==> src/rtl/node_event_gen.sv <==
// node_event_gen: producer side of the node-status interface.
// Synchronises and debounces the line and fault sensors, detects path nodes
// (all three line sensors on line) and reports them to the LED/status logic
// as a one-cycle pulse, a running node count, a sticky fault flag and a
// run-complete level.
module node_event_gen #(
  parameter int DEBOUNCE_CYC = 50000,
  parameter int FINAL_NODE   = 13,
  parameter int CNT_W        = 6
) (
  input  logic             clk,
  input  logic             rst,
  input  logic             enable,
  input  logic             line_l,
  input  logic             line_c,
  input  logic             line_r,
  input  logic             fault_in,
  input  logic             fault_ack,
  output logic             node_changed,
  output logic [CNT_W-1:0] node_counter,
  output logic             fault_detect,
  output logic             run_done
);

  localparam int               DB_W      = $clog2(DEBOUNCE_CYC + 1);
  localparam logic [DB_W-1:0]  DB_MAX    = DB_W'(DEBOUNCE_CYC);
  localparam logic [DB_W-1:0]  DB_EXIT   = DB_W'(DEBOUNCE_CYC - 1);
  localparam logic [DB_W-1:0]  DB_ONE    = DB_W'(1);
  localparam logic [CNT_W-1:0] CNT_SAT   = '1;
  localparam logic [CNT_W-1:0] FINAL_VAL = CNT_W'(FINAL_NODE);

  typedef enum logic [2:0] {
    S_IDLE,
    S_TRACK,
    S_CONFIRM,
    S_AT_NODE,
    S_DONE
  } state_t;

  // Synchroniser stages: {line_l, line_c, line_r, fault_in}
  logic [3:0] sync1_q;
  logic [3:0] sync2_q;

  logic node_pat;
  logic fault_s;

  logic [DB_W-1:0]  fcnt_q;
  logic             fault_q;

  state_t           state_q;
  logic [DB_W-1:0]  dcnt_q;
  logic             pulse_q;
  logic [CNT_W-1:0] count_q;
  logic             done_q;
  logic [CNT_W-1:0] count_inc;

  // Two-flop synchronisers for all asynchronous sensor inputs.
  always_ff @(posedge clk or posedge rst) begin
    if (rst) begin
      sync1_q <= '0;
      sync2_q <= '0;
    end else begin
      // NOTE: non-blocking here so sync2_q takes the old sync1_q, giving two real stages.
      sync1_q <= {line_l, line_c, line_r, fault_in};
      sync2_q <= sync1_q;
    end
  end

  assign node_pat = &sync2_q[3:1];
  assign fault_s  = sync2_q[0];

  // Saturating increment of the node count; a full counter stays full.
  always_comb begin
    // NOTE: default first so every path assigns count_inc and no latch is inferred.
    count_inc = count_q;
    if (count_q != CNT_SAT) count_inc = count_q + 1'b1;
  end

  // Fault debounce and sticky flag; a confirmation outranks a same-cycle ack.
  always_ff @(posedge clk or posedge rst) begin
    if (rst) begin
      fcnt_q  <= '0;
      fault_q <= 1'b0;
    end else begin
      if (!fault_s)              fcnt_q <= '0;
      else if (fcnt_q != DB_MAX) fcnt_q <= fcnt_q + 1'b1;

      if (fcnt_q == DB_MAX)          fault_q <= 1'b1;
      else if (fault_ack && !fault_s) fault_q <= 1'b0;
    end
  end

  // Node tracking FSM with registered pulse, count and run-done outputs.
  always_ff @(posedge clk or posedge rst) begin
    if (rst) begin
      state_q <= S_IDLE;
      dcnt_q  <= '0;
      pulse_q <= 1'b0;
      count_q <= '0;
      done_q  <= 1'b0;
    end else begin
      // NOTE: default low here; a later assignment in this block wins for that cycle.
      pulse_q <= 1'b0;
      if (state_q != S_IDLE && !enable) begin
        // Dropping enable abandons the run; count and run_done stay visible.
        state_q <= S_IDLE;
        dcnt_q  <= '0;
      end else if (fault_q) begin
        // A confirmed fault freezes tracking and discards partial debounce.
        dcnt_q <= '0;
      end else begin
        case (state_q)
          S_IDLE: begin
            dcnt_q <= '0;
            if (enable) begin
              state_q <= S_TRACK;
              count_q <= '0;
              done_q  <= 1'b0;
            end
          end
          S_TRACK: begin
            if (node_pat) begin
              state_q <= S_CONFIRM;
              dcnt_q  <= DB_ONE;
            end
          end
          S_CONFIRM: begin
            if (dcnt_q == DB_MAX) begin
              pulse_q <= 1'b1;
              dcnt_q  <= '0;
              count_q <= count_inc;
              if (count_inc == FINAL_VAL) begin
                state_q <= S_DONE;
                done_q  <= 1'b1;
              end else begin
                state_q <= S_AT_NODE;
              end
            end else if (!node_pat) begin
              state_q <= S_TRACK;
              dcnt_q  <= '0;
            end else begin
              dcnt_q <= dcnt_q + 1'b1;
            end
          end
          S_AT_NODE: begin
            // Leave the node only after a full run of clear samples.
            if (node_pat) begin
              dcnt_q <= '0;
            end else if (dcnt_q == DB_EXIT) begin
              state_q <= S_TRACK;
              dcnt_q  <= '0;
            end else begin
              dcnt_q <= dcnt_q + 1'b1;
            end
          end
          S_DONE: begin
            dcnt_q <= '0;
          end
          default: begin
            state_q <= S_IDLE;
            dcnt_q  <= '0;
          end
        endcase
      end
    end
  end

  assign node_changed = pulse_q;
  assign node_counter = count_q;
  assign fault_detect = fault_q;
  assign run_done     = done_q;

endmodule

==> config.mk <==
export PLATFORM = sky130hd
export DESIGN_NAME = node_event_gen
export DESIGN_NICKNAME = d
export VERILOG_FILES = /design/src/rtl/node_event_gen.sv
export SDC_FILE = /design/constraint.sdc
export NUM_CORES = 1
export LEC_CHECK = 0
export ABC_AREA = 1
export BUFFER_PORTS_ARGS = -buffer_cell sky130_fd_sc_hd__buf_2
export CAP_MARGIN = 20
export CORE_MARGIN = 5
export CORE_UTILIZATION = 61
export CTS_CLUSTER_SIZE = 12
export DETAILED_ROUTE_END_ITERATION = 6
export PLACE_DENSITY = 0.77
export SLEW_MARGIN = 25
export SYNTH_ARGS = -nofsm -noshare
export SYNTH_HDL_FRONTEND = slang
export SYNTH_SLANG_ARGS = --single-unit
==> constraint.sdc <==
create_clock -name clk -period 1.7 [get_ports clk]
set_clock_uncertainty 0.05 [all_clocks]
set_input_delay 0.255 -clock clk [delete_from_list [all_inputs] [get_ports clk]]
set_output_delay 0.255 -clock clk [all_outputs]
set_load 0.005 [all_outputs]
==> impl_metrics.tcl <==
set metrics [dict create \
    drv_slew 0 \
    die-area_mm2 0.00635 \
    period_minus_slack_ns 1.65 \
    synth.distinct_cells 32 \
    synthesis.nets 392 \
    cts.reportedPaths.clkPinSlew_ns 0.10 \
    grt_pass1_vias 2386 \
    p_per_area_mw_per_mm2 830 \
    start_kind "register" \
    critPathKind "reg2reg" \
    synthAdderAreaFrac_pct 2.54 \
    synth_seq_area_share_pct 44.0 \
    cp.arrival_ns 1.85 \
    drt_iter0_drc 108 \
    cts-root-buf "clkbuf_8" \
    synth_area_mm2 0.00296 \
    antenna_left 0 \
    antenna_cells 0 \
    cts_buffer_depth 2 \
    outcome "finished clean" \
    final-hold-violation-count 0 \
    p_leak_uw 0.00163 \
    drc 0 \
    fmax_mhz 604 \
    synth_top_family_by_area "simple AND/OR/NAND/NOR gates" \
    die_h_um 79.7 \
    clock_sinks 52 \
    cp.required_ns 1.90 \
    floorplan.die.width_um 79.7 \
    netSwitchingPower_uw 1020 \
    synthMuxAreaShare_pct 0 \
    num_io_pins 17 \
    pwr-share-clk_pct 24.8 \
    antenna_found_initial 0 \
    tritoncts "yes" \
    rsz0062_at_grt "yes" \
    synthTopCellsByArea "dfrtp_1 (44%), nand2_1 (12%), inv_1 (5.7%), nor2_1 (4.7%), nand3_1 (4.1%)" \
    netlist.area_leader.share_pct 44.0 \
    grt_pass1_wl_mm 10.7 \
    yosys.area_share.simple_pct 35.9 \
    setup_violations 0 \
    syn2layout_area_growth_pct 21.2 \
    maxCapViolations 0 \
    combPwrFrac_pct 28.9 \
    p_int_uw 1960 \
    via_count 2588 \
    dpl.hpwl_mm 4.32 \
    core-area_mm2 0.00472 \
    synthXorXnorAreaFrac_pct 3.25 \
    nets 443 \
    crit_fanout 4 \
    fin_crit_sh_pct 97.3 \
    ys_seq_elements 52 \
    initial_core_util_pct 62.7 \
    grt_usage_pct 21.2 \
    ys_warn_count 0 \
    h-tree-depth 2 \
    worst_hold_slack_ns 0.183 \
    syn_avg_cell_area_um2 7.83 \
    total_power_uw 2980 \
    hold_class "in2reg" \
    swShare_pct 34.3 \
    rows 25 \
    grt_overflow 0 \
    worst_pin_slew_ns 0.400 \
    port_buffers 16 \
    wl_per_cell_um 12.9 \
    synthCells 378 \
    grt_max_degree 40 \
    synth_compound_area_share_pct 6.97 \
    synth_area_leader_cell "dfrtp_1" \
    vias_per_cell 5.21 \
    drtPass1Iterations 5 \
    insertion_delay_ns 0.31 \
    endpoint_kind "register" \
    drive_above_1_share_pct 28.1 \
    wirelength_mm 6.40 \
    vdd_drop_max_mv 0.628 \
    relSlewSlack_pct 73.3 \
    gp_congestion 0.846 \
    cts_buffers 5 \
    seq_power_share_pct 46.2 \
]
==> flip-flops by register name, indices dropped and copies added (netlist names) <==
register / cells
dcnt_q: 16
fcnt_q: 16
node_counter: 6
sync1_q: 4
sync2_q: 4
state_q: 3
fault_detect: 1
node_changed: 1
run_done: 1
==> cells in the mapped netlist <==
cell       n
a21boi_1   1
a21oi_1   11
a31oi_1    1
and2_1     1
and3_1     1
clkbuf_1   1
dfrtp_1   52
ha_1       6
inv_1     45
inv_2     10
inv_6      1
nand2_1   91
nand2_2    6
nand2_4    4
nand3_1   24
nand3_2    4
nand3b_1   1
nand4_1    6
nand4_2    1
nor2_1    37
nor2_2    13
nor2_4     6
nor3_1     8
nor3_2     3
nor4_1     5
nor4_2     1
o21ai_0   17
o21ai_1    6
o31ai_1    3
or2_2      1
xnor2_1    1
xor2_1    10
==> cells in the final DEF (no fill, tap or decap), drive strengths merged, types with 3 or more instances in the layout <==
master	instances
nand2	101
nor2	56
inv	55
dfrtp	52
buf	40
nand3	28
o21ai	23
a21oi	11
nor3	11
xor2	10
nand4	7
clkbuf	7
nor4	6
ha	6
dlygate4sd3	5
o31ai	3
==> timing repair <==
item,4_1_cts,5_1_grt
setup buffers,0,14
hold buffers,4,1
setup endpoints to repair,0,22
hold endpoints to repair,16,1
gates resized for setup,0,37
==> power groups by stage <==
stage | combinational, uW | clock, uW | sequential [uW]
floorplan | 507 | 0 | 1400
global placement | 743 | 0 | 1390
detailed placement | 759 | 0 | 1400
CTS | 770 | 757 | 1370
global route | 966 | 813 | 1390
finish | 862 | 740 | 1380
==> routing by layer <==
metal	vias up	part of all wire (%)	track usage, %
li1	1310	-	-
met1	1226	47	28.7
met2	46	49	35.6
met3	6	3.5	4.06
met4	0	1.1	4.12
met5	-	0	0
==> area by class of cell <==
| cell class | count | area (um^2) |
|---|---|---|
| Tap cell | 67 | 83.8 |
| Inverter | 56 | 223 |
| Multi-Input combinational cell | 269 | 1560 |
| Clock inverter | 1 | 7.51 |
| Clock buffer | 7 | 86.3 |
| Fill cell | 326 | 1130 |
| Sequential cell | 52 | 1300 |
| Timing Repair Buffer | 45 | 323 |
==> kinds of logic after synthesis <==
| kind of cell | Yosys count |
|---|---|
| AOI/OAI and AO/OA | 39 |
| xor gates and xnor gates | 11 |
| adders and majority gates | 6 |
| buffers and inverters | 57 |
| DFF | 52 |
| and+or+nand+nor | 213 |
==> worst paths after layout <==
| kind | startpoint | end | slack (ns) | cells after the start |
|---|---|---|---|---|
| max in group asynchronous | rst | dcnt_q[10]$_DFFE_PP0P_ | 0.67 | 4 |
| max | dcnt_q[1]$_DFFE_PP0P_ | dcnt_q[14]$_DFFE_PP0P_ | 0.05 | 11 |
| min | fault_ack | fault_detect$_DFFE_PP0P_ | 0.18 | 4 |
| max reg2reg | dcnt_q[1]$_DFFE_PP0P_ | dcnt_q[14]$_DFFE_PP0P_ | 0.05 | 11 |
| min in group asynchronous | rst | node_counter[3]$_DFFE_PP0P_ | 0.41 | 3 |
| min reg2reg | sync1_q[2]$_DFF_PP0_ | sync2_q[2]$_DFF_PP0_ | 0.30 | 0 |
==> worst max-delay path, cell delays in order, from the launching register on <==
cell and delay (ns):
dfrtp_1 0.42, ha_2 0.23, nand3_4 0.09, nor2_4 0.12
nand2_2 0.07, nor2_4 0.14, nand2_4 0.08, nor2_4 0.13
nand2_1 0.07, nand2_1 0.08, inv_1 0.07, nor2_2 0.07
==> through the flow <==
stage | worst slack (ns) | setup TNS [ns] | area [um^2] | std cells | utilization, %
2_1_floorplan | 0.115 | 0 | 2960 | 378 | -
3_3_place_gp | 0.0966 | 0 | 3210 | 470 | 67.9
3_5_place_dp | 0.0376 | 0 | 3210 | 470 | 67.9
4_1_cts | 0.0229 | 0 | 3340 | 482 | 70.8
5_1_grt | -0.0624 | -0.573 | 3590 | 497 | 76.0
6_report | 0.0451 | 0 | 3590 | 497 | 76.0
(Power assumes the default switching activity.)
